===== src/rtl/issue_scheduler_if.sv =====
`default_nettype none
// ============================================================================
//  Module   : issue_scheduler_pkg / issue_scheduler_if
//  Purpose  : Shared types for the issue scheduler (opcode, decoded
//             instruction, FSM state) and the interface that carries the
//             decoder-side push port, the execute-side issue port, the
//             writeback/HI-LO completion inputs, flush and busy.
//  Ports    : master = decoder/execute environment, slave = scheduler.
//               flush, in_valid, in_instr, in_pc, issue_ready,
//               wb_valid, wb_rd, hilo_done              (master -> slave)
//               in_ready, issue_valid, issue_instr,
//               issue_pc, busy                          (slave -> master)
//  Revision : 1.0  initial release
// ============================================================================
package issue_scheduler_pkg;

    typedef enum logic [5:0] {
        OP_NOP     = 6'd0,
        OP_ADDU    = 6'd1,
        OP_LW      = 6'd2,
        OP_SW      = 6'd3,
        OP_MULT    = 6'd4,
        OP_MULTU   = 6'd5,
        OP_DIV     = 6'd6,
        OP_DIVU    = 6'd7,
        OP_MADD    = 6'd8,
        OP_MADDU   = 6'd9,
        OP_MSUB    = 6'd10,
        OP_MSUBU   = 6'd11,
        OP_MFHI    = 6'd12,
        OP_MFLO    = 6'd13,
        OP_MTHI    = 6'd14,
        OP_MTLO    = 6'd15,
        OP_SYSCALL = 6'd16,
        OP_BREAK   = 6'd17,
        OP_CACHE   = 6'd18,
        OP_LL      = 6'd19,
        OP_SC      = 6'd20
    } op_e;

    typedef struct packed {
        op_e         op;
        logic [4:0]  rs1;
        logic [4:0]  rs2;
        logic [4:0]  rd;
        logic        is_load;
        logic [15:0] imm;
    } decoded_instr_t;

    typedef enum logic [0:0] {
        ST_RUN   = 1'b0,
        ST_DRAIN = 1'b1
    } sched_state_e;

    // Ops that read or write HI/LO and therefore wait on an in-flight
    // mult/div result.
    function automatic logic uses_hilo(op_e op);
        case (op)
            OP_MFHI, OP_MFLO, OP_MADD, OP_MADDU, OP_MSUB, OP_MSUBU,
            OP_MULT, OP_MULTU, OP_DIV, OP_DIVU, OP_MTHI, OP_MTLO:
                uses_hilo = 1'b1;
            default:
                uses_hilo = 1'b0;
        endcase
    endfunction

    // Ops whose HI/LO result arrives later via hilo_done.
    function automatic logic produces_hilo(op_e op);
        case (op)
            OP_MULT, OP_MULTU, OP_DIV, OP_DIVU,
            OP_MADD, OP_MADDU, OP_MSUB, OP_MSUBU:
                produces_hilo = 1'b1;
            default:
                produces_hilo = 1'b0;
        endcase
    endfunction

    // Ops that may only leave once every long-latency producer retired.
    function automatic logic is_serializing(op_e op);
        case (op)
            OP_SYSCALL, OP_BREAK, OP_CACHE, OP_LL, OP_SC:
                is_serializing = 1'b1;
            default:
                is_serializing = 1'b0;
        endcase
    endfunction

endpackage

interface issue_scheduler_if;
    import issue_scheduler_pkg::*;

    logic           flush;
    logic           in_valid;
    logic           in_ready;
    decoded_instr_t in_instr;
    logic [31:0]    in_pc;
    logic           issue_valid;
    logic           issue_ready;
    decoded_instr_t issue_instr;
    logic [31:0]    issue_pc;
    logic           wb_valid;
    logic [4:0]     wb_rd;
    logic           hilo_done;
    logic           busy;

    modport master (
        output flush, in_valid, in_instr, in_pc, issue_ready,
               wb_valid, wb_rd, hilo_done,
        input  in_ready, issue_valid, issue_instr, issue_pc, busy
    );

    modport slave (
        input  flush, in_valid, in_instr, in_pc, issue_ready,
               wb_valid, wb_rd, hilo_done,
        output in_ready, issue_valid, issue_instr, issue_pc, busy
    );

endinterface
`default_nettype wire


===== src/rtl/issue_scheduler.sv =====
`default_nettype none
// ============================================================================
//  Module   : issue_scheduler
//  Purpose  : In-order issue buffer between decode and execute. Decoded
//             instructions are queued in a DEPTH-entry FIFO; the head issues
//             when it has no RAW/WAW hazard against long-latency producers
//             tracked in a scoreboard (32 GPR bits + one HI/LO bit).
//             SYSCALL/BREAK/CACHE/LL/SC wait until the scoreboard is empty.
//  Ports    : clk          clock
//             rst_n        synchronous reset, active low
//             bus (slave)  push port, issue port, writeback/HI-LO completion,
//                          flush and busy (see issue_scheduler_if)
//  Params   : DEPTH       FIFO entries, power of two, >= 2
//             WB_FORWARD  1: a scoreboard bit cleared this cycle is already
//                         treated as clear by the hazard check
//  Revision : 1.0  initial release
// ============================================================================
module issue_scheduler
    import issue_scheduler_pkg::*;
#(
    parameter int DEPTH      = 8,
    parameter bit WB_FORWARD = 1'b0
) (
    input  wire logic           clk,
    input  wire logic           rst_n,
    issue_scheduler_if.slave    bus
);

    localparam int C_PTR_W = $clog2(DEPTH);
    localparam int C_CNT_W = C_PTR_W + 1;
    localparam logic [C_CNT_W-1:0] C_FULL = C_CNT_W'(DEPTH);

    // ------------------------------------------------------------------
    // State
    // ------------------------------------------------------------------
    decoded_instr_t         instr_mem_q [DEPTH];
    logic [31:0]            pc_mem_q    [DEPTH];
    logic [C_PTR_W-1:0]     wr_ptr_q, wr_ptr_d;
    logic [C_PTR_W-1:0]     rd_ptr_q, rd_ptr_d;
    logic [C_CNT_W-1:0]     count_q,  count_d;
    logic [31:0]            sb_q,     sb_d;
    logic                   sb_hilo_q, sb_hilo_d;
    sched_state_e           state_q,  state_d;

    // ------------------------------------------------------------------
    // Combinational signals
    // ------------------------------------------------------------------
    logic                   w_empty;
    logic                   w_full;
    logic                   w_push;
    logic                   w_pop;
    decoded_instr_t         w_head;
    logic [31:0]            w_head_pc;
    logic [31:0]            w_wb_clr;
    logic [31:0]            w_sb_view;
    logic                   w_hilo_view;
    logic                   w_hazard;
    logic [31:0]            w_sb_set;
    logic                   w_hilo_set;
    logic                   w_sb_nonzero;
    logic                   w_sb_next_nonzero;
    logic                   w_head_serial;
    logic                   w_issue_valid;

    assign w_empty   = (count_q == '0);
    assign w_full    = (count_q == C_FULL);
    assign w_head    = instr_mem_q[rd_ptr_q];
    assign w_head_pc = pc_mem_q[rd_ptr_q];

    // A push arriving together with flush is dropped: the queue it would
    // land in is being discarded.
    assign w_push = bus.in_valid && !w_full && !bus.flush;
    assign w_pop  = w_issue_valid && bus.issue_ready;

    assign w_sb_nonzero  = (|sb_q) || sb_hilo_q;
    assign w_head_serial = is_serializing(w_head.op);

    // ------------------------------------------------------------------
    // Hazard check on the FIFO head
    // ------------------------------------------------------------------
    always_comb begin
        w_wb_clr = '0;
        if (bus.wb_valid && (bus.wb_rd != 5'd0)) begin
            w_wb_clr[bus.wb_rd] = 1'b1;
        end

        // With forwarding the writeback in flight this cycle already
        // satisfies the consumer, so mask it out of the view.
        w_sb_view   = WB_FORWARD ? (sb_q & ~w_wb_clr) : sb_q;
        w_hilo_view = WB_FORWARD ? (sb_hilo_q && !bus.hilo_done) : sb_hilo_q;

        w_hazard = 1'b0;
        if ((w_head.rs1 != 5'd0) && w_sb_view[w_head.rs1]) begin
            w_hazard = 1'b1;
        end
        if ((w_head.rs2 != 5'd0) && w_sb_view[w_head.rs2]) begin
            w_hazard = 1'b1;
        end
        if ((w_head.rd != 5'd0) && w_sb_view[w_head.rd]) begin
            w_hazard = 1'b1;
        end
        if (uses_hilo(w_head.op) && w_hilo_view) begin
            w_hazard = 1'b1;
        end
    end

    // Serializing ops look at the registered scoreboard, so they always
    // leave one cycle after the last producer has written back.
    assign w_issue_valid = !w_empty
                        && !w_hazard
                        && !(w_head_serial && w_sb_nonzero)
                        && !((state_q == ST_DRAIN) && w_sb_nonzero)
                        && !bus.flush;

    // ------------------------------------------------------------------
    // Scoreboard next state
    // ------------------------------------------------------------------
    always_comb begin
        w_sb_set   = '0;
        w_hilo_set = 1'b0;
        if (w_pop) begin
            if ((w_head.is_load || (w_head.op == OP_LL)) && (w_head.rd != 5'd0)) begin
                w_sb_set[w_head.rd] = 1'b1;
            end
            if (produces_hilo(w_head.op)) begin
                w_hilo_set = 1'b1;
            end
        end
        // Set is applied after clear: a register re-issued as a new
        // producer in the same cycle its old value returns stays busy.
        sb_d      = (sb_q & ~w_wb_clr) | w_sb_set;
        sb_hilo_d = (sb_hilo_q && !bus.hilo_done) || w_hilo_set;
    end

    assign w_sb_next_nonzero = (|sb_d) || sb_hilo_d;

    // ------------------------------------------------------------------
    // FIFO pointer / count next state
    // ------------------------------------------------------------------
    always_comb begin
        wr_ptr_d = wr_ptr_q + C_PTR_W'(w_push);
        rd_ptr_d = rd_ptr_q + C_PTR_W'(w_pop);
        count_d  = count_q + C_CNT_W'(w_push) - C_CNT_W'(w_pop);
        if (bus.flush) begin
            wr_ptr_d = '0;
            rd_ptr_d = '0;
            count_d  = '0;
        end
    end

    // ------------------------------------------------------------------
    // Drain FSM
    // ------------------------------------------------------------------
    always_comb begin
        state_d = state_q;
        case (state_q)
            ST_RUN: begin
                if (!w_empty && w_head_serial && w_sb_nonzero) begin
                    state_d = ST_DRAIN;
                end
            end
            ST_DRAIN: begin
                // Leave as soon as the scoreboard will be empty so the held
                // op issues on the very next cycle.
                if (!w_sb_next_nonzero) begin
                    state_d = ST_RUN;
                end
            end
            default: state_d = ST_RUN;
        endcase
        if (bus.flush) begin
            state_d = ST_RUN;
        end
    end

    // ------------------------------------------------------------------
    // Registers
    // ------------------------------------------------------------------
    always_ff @(posedge clk) begin
        if (!rst_n) begin
            wr_ptr_q  <= '0;
            rd_ptr_q  <= '0;
            count_q   <= '0;
            sb_q      <= '0;
            sb_hilo_q <= 1'b0;
            state_q   <= ST_RUN;
        end else begin
            wr_ptr_q  <= wr_ptr_d;
            rd_ptr_q  <= rd_ptr_d;
            count_q   <= count_d;
            sb_q      <= sb_d;
            sb_hilo_q <= sb_hilo_d;
            state_q   <= state_d;
        end
    end

    // Storage needs no reset; only entries below count are ever observed.
    always_ff @(posedge clk) begin
        if (w_push) begin
            instr_mem_q[wr_ptr_q] <= bus.in_instr;
            pc_mem_q[wr_ptr_q]    <= bus.in_pc;
        end
    end

    // ------------------------------------------------------------------
    // Outputs
    // ------------------------------------------------------------------
    assign bus.in_ready    = !w_full;
    assign bus.issue_valid = w_issue_valid;
    assign bus.issue_instr = w_head;
    assign bus.issue_pc    = w_head_pc;
    assign bus.busy        = !w_empty || w_sb_nonzero;

endmodule
`default_nettype wire


===== src/flat_wrapper.sv =====
// flat-port wrapper written by rule: the top's interface ports become plain ports
module issue_scheduler_flat import issue_scheduler_pkg::*;
#(
    parameter int DEPTH      = 8,
    parameter bit WB_FORWARD = 1'b0
)
  (clk, rst_n, bus_flush, bus_in_valid, bus_in_instr, bus_in_pc, bus_issue_ready, bus_wb_valid, bus_wb_rd, bus_hilo_done, bus_in_ready, bus_issue_valid, bus_issue_instr, bus_issue_pc, bus_busy);
  issue_scheduler_if bus_i ();
  input  wire logic clk;
  input  wire logic rst_n;
  input wire logic [$bits(bus_i.flush)-1:0] bus_flush;
  input wire logic [$bits(bus_i.in_valid)-1:0] bus_in_valid;
  input wire logic [$bits(bus_i.in_instr)-1:0] bus_in_instr;
  input wire logic [$bits(bus_i.in_pc)-1:0] bus_in_pc;
  input wire logic [$bits(bus_i.issue_ready)-1:0] bus_issue_ready;
  input wire logic [$bits(bus_i.wb_valid)-1:0] bus_wb_valid;
  input wire logic [$bits(bus_i.wb_rd)-1:0] bus_wb_rd;
  input wire logic [$bits(bus_i.hilo_done)-1:0] bus_hilo_done;
  output wire logic [$bits(bus_i.in_ready)-1:0] bus_in_ready;
  output wire logic [$bits(bus_i.issue_valid)-1:0] bus_issue_valid;
  output wire logic [$bits(bus_i.issue_instr)-1:0] bus_issue_instr;
  output wire logic [$bits(bus_i.issue_pc)-1:0] bus_issue_pc;
  output wire logic [$bits(bus_i.busy)-1:0] bus_busy;
  assign bus_i.flush = bus_flush;
  assign bus_i.in_valid = bus_in_valid;
  assign bus_i.in_instr = bus_in_instr;
  assign bus_i.in_pc = bus_in_pc;
  assign bus_i.issue_ready = bus_issue_ready;
  assign bus_i.wb_valid = bus_wb_valid;
  assign bus_i.wb_rd = bus_wb_rd;
  assign bus_i.hilo_done = bus_hilo_done;
  assign bus_in_ready = bus_i.in_ready;
  assign bus_issue_valid = bus_i.issue_valid;
  assign bus_issue_instr = bus_i.issue_instr;
  assign bus_issue_pc = bus_i.issue_pc;
  assign bus_busy = bus_i.busy;
  issue_scheduler #(.DEPTH(DEPTH), .WB_FORWARD(WB_FORWARD)) u_core (.clk(clk), .rst_n(rst_n), .bus(bus_i));
endmodule

===== config.mk =====
export PLATFORM = sky130hd
export DESIGN_NAME = issue_scheduler_flat
export DESIGN_NICKNAME = d
export VERILOG_FILES = /design/src/rtl/issue_scheduler_if.sv /design/src/rtl/issue_scheduler.sv /design/src/flat_wrapper.sv
export SDC_FILE = /design/constraint.sdc
export NUM_CORES = 1
export LEC_CHECK = 0
export ABC_AREA = 1
export CORE_MARGIN = 5
export CORE_UTILIZATION = 54
export DETAILED_ROUTE_END_ITERATION = 16
export PLACE_DENSITY_LB_ADDON = 0.15
export SYNTH_ARGS = -nofsm -noshare
export SYNTH_HDL_FRONTEND = slang
export SYNTH_SLANG_ARGS = --single-unit

===== constraint.sdc =====
create_clock -name clk -period 4.5 [get_ports clk]
set_clock_uncertainty 0.05 [all_clocks]
set_input_delay 0.9 -clock clk [delete_from_list [all_inputs] [get_ports clk]]
set_output_delay 0.9 -clock clk [all_outputs]
set_load 0.02 [all_outputs]

# Word-level counts from Yosys, hierarchy flattened
# Memory sizes are Yosys's and may differ from the RTL's. A register that Yosys moved wholly into a read port is not among the register bits.
# Cells that the tools add are included.
# totals
inputBits	82
ram_bits	560
wordCells	103
output_inout_bits	73
reg_bits	44
romBits	32
memories	4
# op_classes
n_lt_le_gt_ge	6
n_reduce_logical	42
bitwise_logic	5
n_addsub	4
mux	30
n_eq_ne	6
# memory_table
name	words	width	rd	rd_ports_with_merged_regs	write_ports	line_no	text
u_core.instr_mem_q	8	38	1	1	1	issue_scheduler.sv:36	decoded_instr_t instr_mem_q [DEPTH];
u_core.pc_mem_q	8	32	1	1	1	issue_scheduler.sv:37	logic [31:0] pc_mem_q [DEPTH];
(no name shown)	16	1	1	0	0	issue_scheduler_if.sv:69	case (op)
(no name shown)	16	1	1	0	0	issue_scheduler_if.sv:58	case (op)
# ops
op	n
2-to-1 mux 32 bit	3
OR reduction 32 bit	2
AND 32 bit	1
inverter 32 bit	1
OR 32 bit	1
equality test 6 x 5 -> 1 bit (second input constant)	5
< comparator 5 x 6 -> 1 bit (second input constant)	4
logical AND 1 bit	20
nonzero test 5 bit	4
2-to-1 mux 1 bit	19
binary-select mux 1 bit (select 5 bit)	3
demux 1 bit (select 5 bit)	2
>= comparator 5 x 1 -> 1 bit (second input constant)	2
zero test 1 bit	7
adder 3 x 1 -> 3 bit	2
2-to-1 mux 3 bit	2
logical OR 1 bit	5
OR reduction 5 bit	1
adder 4 x 1 -> 4 bit	1
equality test 4 bit (second input constant)	1
zero test 4 bit	1
subtractor 4 x 1 -> 4 bit	1
zero test 2 bit	1
inverter 1 bit	2
2 further kinds	2

# Depth between registers and ports, before layout
# logic_depth
depth_word	20
ltp_mapped	29
ltp_nobuf	26

# Worst setup path after synthesis
# OpenSTA, ideal clock, no wires.
# synth_timing
path_kind	input to register
startpoint	in bus_in_valid
endpoint	mem u_core.instr_mem_q[0][0] (netlist name), enable pin
required_time_ns	3.951
path_buffers	0
setup_time_ns	0.499
path_slack_ns	-0.251
stages	4
arrival_ns	4.202
cell_sequence	nand2_1 -> nor2_1 -> nand2_1 -> nor2_1
# synth_between
elab_chain_cells	4
# synth_rtl
item	line_no	text
start, declared	flat_wrapper.sv:12	input wire logic [$bits(bus_i.in_valid)-1:0] bus_in_valid;
logical AND 1 bit (2 in a row)	issue_scheduler.sv:72	assign w_push = bus.in_valid && !w_full && !bus.flush;
2-to-1 mux 1 bit	issue_scheduler.sv:199	if (w_push) begin
2-to-1 mux 1 bit (not written as such)	issue_scheduler.sv:200	instr_mem_q[wr_ptr_q] <= bus.in_instr;
end, declared	issue_scheduler.sv:36	
# Every way passes these cells.

==> impl_metrics.csv <==
group,metric,value,unit
yosys,synth.avg_cell_area,10.9,sq um
floorplan,die_y,227,microns
floorplan,rows,79,
yosys,postSynthCellCount,2344,
clock_tree,cts-root-buf,"clkbuf_16",
yosys,syn-num-nets,2439,
setup_path,cp-start-kind,"flip-flop",
clock_tree,clock_latency,0.64,ns
yosys,syn_area,25500,sq um
detailed_routing,drtAntennaViolNets,0,
power,vdd_ir_drop_max,0.370,mV
setup_path,reg2reg_depth,26,
setup_path,arrival,3.35,ns
setup_path,rr_startpoint,"u_core.rd_ptr_q[0]",
final_layout,n_fill_cell,3614,
placed_design,numPlacedInstances,3031,
sta,grt_setup_unrepaired,"false",
detailed_routing,wl,66600,microns
detailed_routing,drtPass1Iterations,5,
sta,slew_headroom,39.5,%
clock_tree,cts_tree,"done",
clock_tree,hold_buffers,0,
setup_path,slowest_stage,"clkdlybuf4s50_1",
sta,setup_viol,0,
power,power.density_cell_area,391,nW/um^2
final_layout,area_delta_synth_final,18.5,%
grt,grt_max_degree,145,
status,status,"finished clean",
yosys,async_reset_ff_share,0,%
grt,grt_usage,25.2,%
setup_path,crit_path_frequent_cell,"buf_6",
floorplan,die-area,51600,sq um
setup_path,required,3.55,ns
clock_tree,clock_path_buffers,3,
sta,worst_pin_slew,0.903,ns
yosys,ys_seq_area_share,69.4,%
power,p_leak,10.8,nW
grt,grt_first_pass_wirelength,101000,microns
placed_design,dp_hpwl,38500,microns
final_layout,fin_cells,3151,
detailed_routing,drc,0,
sta,timing.final.crit_period,4.30,ns
final_layout,drive_gt1_share,6.85,%
clock_tree,path_clk_slew,0.06,ns
yosys,synth-edff-count,560,
detailed_routing,drt-initial-drc-count,1643,
clock_tree,h-tree-depth,2,
yosys,synth_cell_types,36,
setup_path,cp_max_fo,39,
setup_path,path_buf_inv,4,
sta,finalHoldViolCount,0,
setup_path,rr_endpoint,"u_core.count_q[2]",
floorplan,initial_core_util,54.6,%
clock_tree,numClockSinks,604,
detailed_routing,vias,18100,
clock_tree,cts_buffers,60,
setup_path,slowest_delay,0.70,ns
yosys,synthFlopType,"edfxtp_1",
floorplan,core_region_area,46700,sq um
detailed_routing,viasPerCell,5.73,
setup_path,crit_end,"bus_issue_pc[6]",
setup_path,startpoint,"u_core.rd_ptr_q[1]",
sta,max_freq,0.232,GHz
yosys,yosysWarnings,0,
placed_design,place.gp.congestion,0.973,
floorplan,die-width,227,microns
floorplan,ios,155,
placed_design,io_buffers,154,
sta,maxSlewViolCount,0,
sta,fin_crit_sh,95.6,%
grt,grt_pass1_vias,17400,
setup_path,crit_family,"buffers and inverters",
grt,grt-ovfl-total,0,
detailed_routing,wl_per_cell,21.1,microns
setup_path,rrSetupSlack,0.47,ns
yosys,synth-seq-cells,604,
power,finalPower,11.8,mW
final_layout,nNetsFinal,2587,
grt,antenna_found_initial,7,
setup_path,worstSetupEndpointType,"output port",
setup_path,cp.depth,8,
worst_hold_path,hold_path_class,"reg -> reg",
setup_path,criticalPathCategory,"reg -> out",
setup_path,crit_chain,"buf_12 > buf_6 > buf_6 > o21ai_0 > o22ai_1 > nor2_1 > a31oi_1 > clkdlybuf4s50_1",
run,maxCapViolations,0,
==> worst reg2reg max path: stages (launching register included) <==
cell and delay (ns):
dfxtp_4 0.47, buf_12 0.15, clkbuf_16 0.18, nor2_1 0.06, nor2_1 0.07, o21ai_0 0.09
o21ai_1 0.09, inv_1 0.09, nand2_1 0.08, o21ai_2 0.16, nor2_1 0.35, nand2_1 0.09
nand2_1 0.08, nor2_1 0.04, nand2_1 0.05, nand2_1 0.08, nor2_4 0.11, buf_4 0.21
nand3_2 0.10, inv_2 0.17, ha_1 0.26, inv_1 0.07, ha_1 0.15, inv_1 0.07
fa_1 0.40, xor2_1 0.16, nor2_1 0.05
==> layout by cell type (no fill, tap or decap), types with 19 or more instances in the layout <==
cell	instances
inv_1	125
clkdlybuf4s50_1	153
nor2_1	521
nand3_1	95
dfxtp_1	42
nand4_1	20
nand2_1	317
buf_4	25
a31oi_1	48
buf_12	19
o21ai_0	281
clkbuf_16	62
o22ai_1	65
a21oi_1	26
o21ai_1	40
edfxtp_1	560
==> cell usage after synthesis, types with 2 or more instances <==
master,count,area share (%)
nor2_2,3,0.074
nor2_1,529,7.8
nand3_1,96,1.9
buf_1,12,0.18
buf_4,7,0.21
buf_2,26,0.51
nor4_1,6,0.15
a31oi_1,48,1.2
buf_6,3,0.13
dfxtp_1,44,3.5
nand2_1,318,4.7
o22ai_1,65,1.6
nor2_4,2,0.088
o211ai_1,10,0.29
clkinv_1,2,0.029
nor3_1,6,0.12
nand2_2,3,0.074
xnor2_1,2,0.069
nand3b_1,3,0.088
o21ai_2,4,0.14
o21ai_0,282,5.5
edfxtp_1,560,66
ha_1,12,0.59
a21oi_1,26,0.51
inv_2,4,0.059
nand4_1,20,0.49
clkbuf_1,77,1.1
o21ai_1,40,0.79
inv_1,127,1.9
==> flip-flops by register name, indices dropped and copies added, names as in the netlist <==
name	count
u_core.wr_ptr_q	3
u_core.rd_ptr_q	3
u_core.pc_mem_q	256
u_core.sb_q	32
u_core.count_q	4
u_core.state_q	1
u_core.sb_hilo_q	1
u_core.instr_mem_q	304
==> metrics by stage <==
step | utilization [%] | cell area (sq um) | setup TNS (ns) | setup slack [ns] | hold slack, ns
final | 64.7 | 30200 | 0 | 0.197 | 0.445
after global routing | 64.7 | 30200 | 0 | 0.0426 | 0.481
after CTS | 64.5 | 30100 | -0.00428 | -0.00428 | 0.455
after detailed placement | 59.9 | 27900 | 0 | 0.231 | 0.446
after global placement | 59.9 | 27900 | 0 | 0.299 | 0.441
after floorplan | - | 25500 | -140.33 | -0.251 | 0.371
==> repair_timing <==
| action | 4_1_cts | 5_1_grt |
|---|---|---|
| pin swaps | 0 | 1 |
| endpoints found under the setup margin | 8 | 4 |
| cloned | 2 | 2 |
| buffers inserted | 0 | 2 |
| resized for setup | 15 | 9 |
==> kinds of logic (layout without fill, tap and decap cells) <==
family / Yosys count / after routing / share of synthesized area (%)
simple gates: 988 / 989 / 15.5
xor+xnor: 3 / 3 / 0.103
flops: 604 / 604 / 69.4
buf+inv: 258 / 454 / 4.12
compound gates: 478 / 478 / 10.2
other cells: 0 / 3 / 0
fa+ha+maj: 13 / 13 / 0.668
==> worst min path at each step <==
| stage | start | to | slack [ns] | depth (start not counted) |
|---|---|---|---|---|
| global route | u_core.sb_q[0] | u_core.sb_q[0] | 0.48 | 2 |
| global placement | u_core.sb_q[0] | u_core.sb_q[0] | 0.44 | 2 |
| detailed placement | u_core.sb_q[0] | u_core.sb_q[0] | 0.45 | 2 |
| CTS | u_core.sb_q[0] | u_core.sb_q[0] | 0.46 | 2 |
| finish | u_core.sb_q[0] | u_core.sb_q[0] | 0.44 | 2 |
| floorplan | u_core.sb_q[0] | u_core.sb_q[0] | 0.37 | 2 |
==> where the power goes <==
group | switching, mW | total, mW | internal (mW)
registers | 0.00925 | 6.18 | 6.17
logic | 0.323 | 0.514 | 0.191
clock network | 2.08 | 5.11 | 3.03
==> per-layer routing <==
layer	track usage [%]	up-vias	part of all wire (%)
met5	0	-	0.084
met4	7.79	10	2.7
met3	4.01	122	6.4
met2	42.2	654	49
met1	34.4	8760	42
li1	-	8505	-
==> area by class of cell <==
cell class	count	area, sq um	area share [%]
Inverter	133	537	1.78
Sequential cell	604	17700	58.6
Clock inverter	36	430	1.43
Antenna cell	3	7.51	0.0249
Timing Repair Buffer	210	2330	7.72
Tap cell	607	759	2.51
Clock buffer	75	1600	5.29
Multi-Input combinational cell	1483	6830	22.6
(Power assumes the default switching activity.)
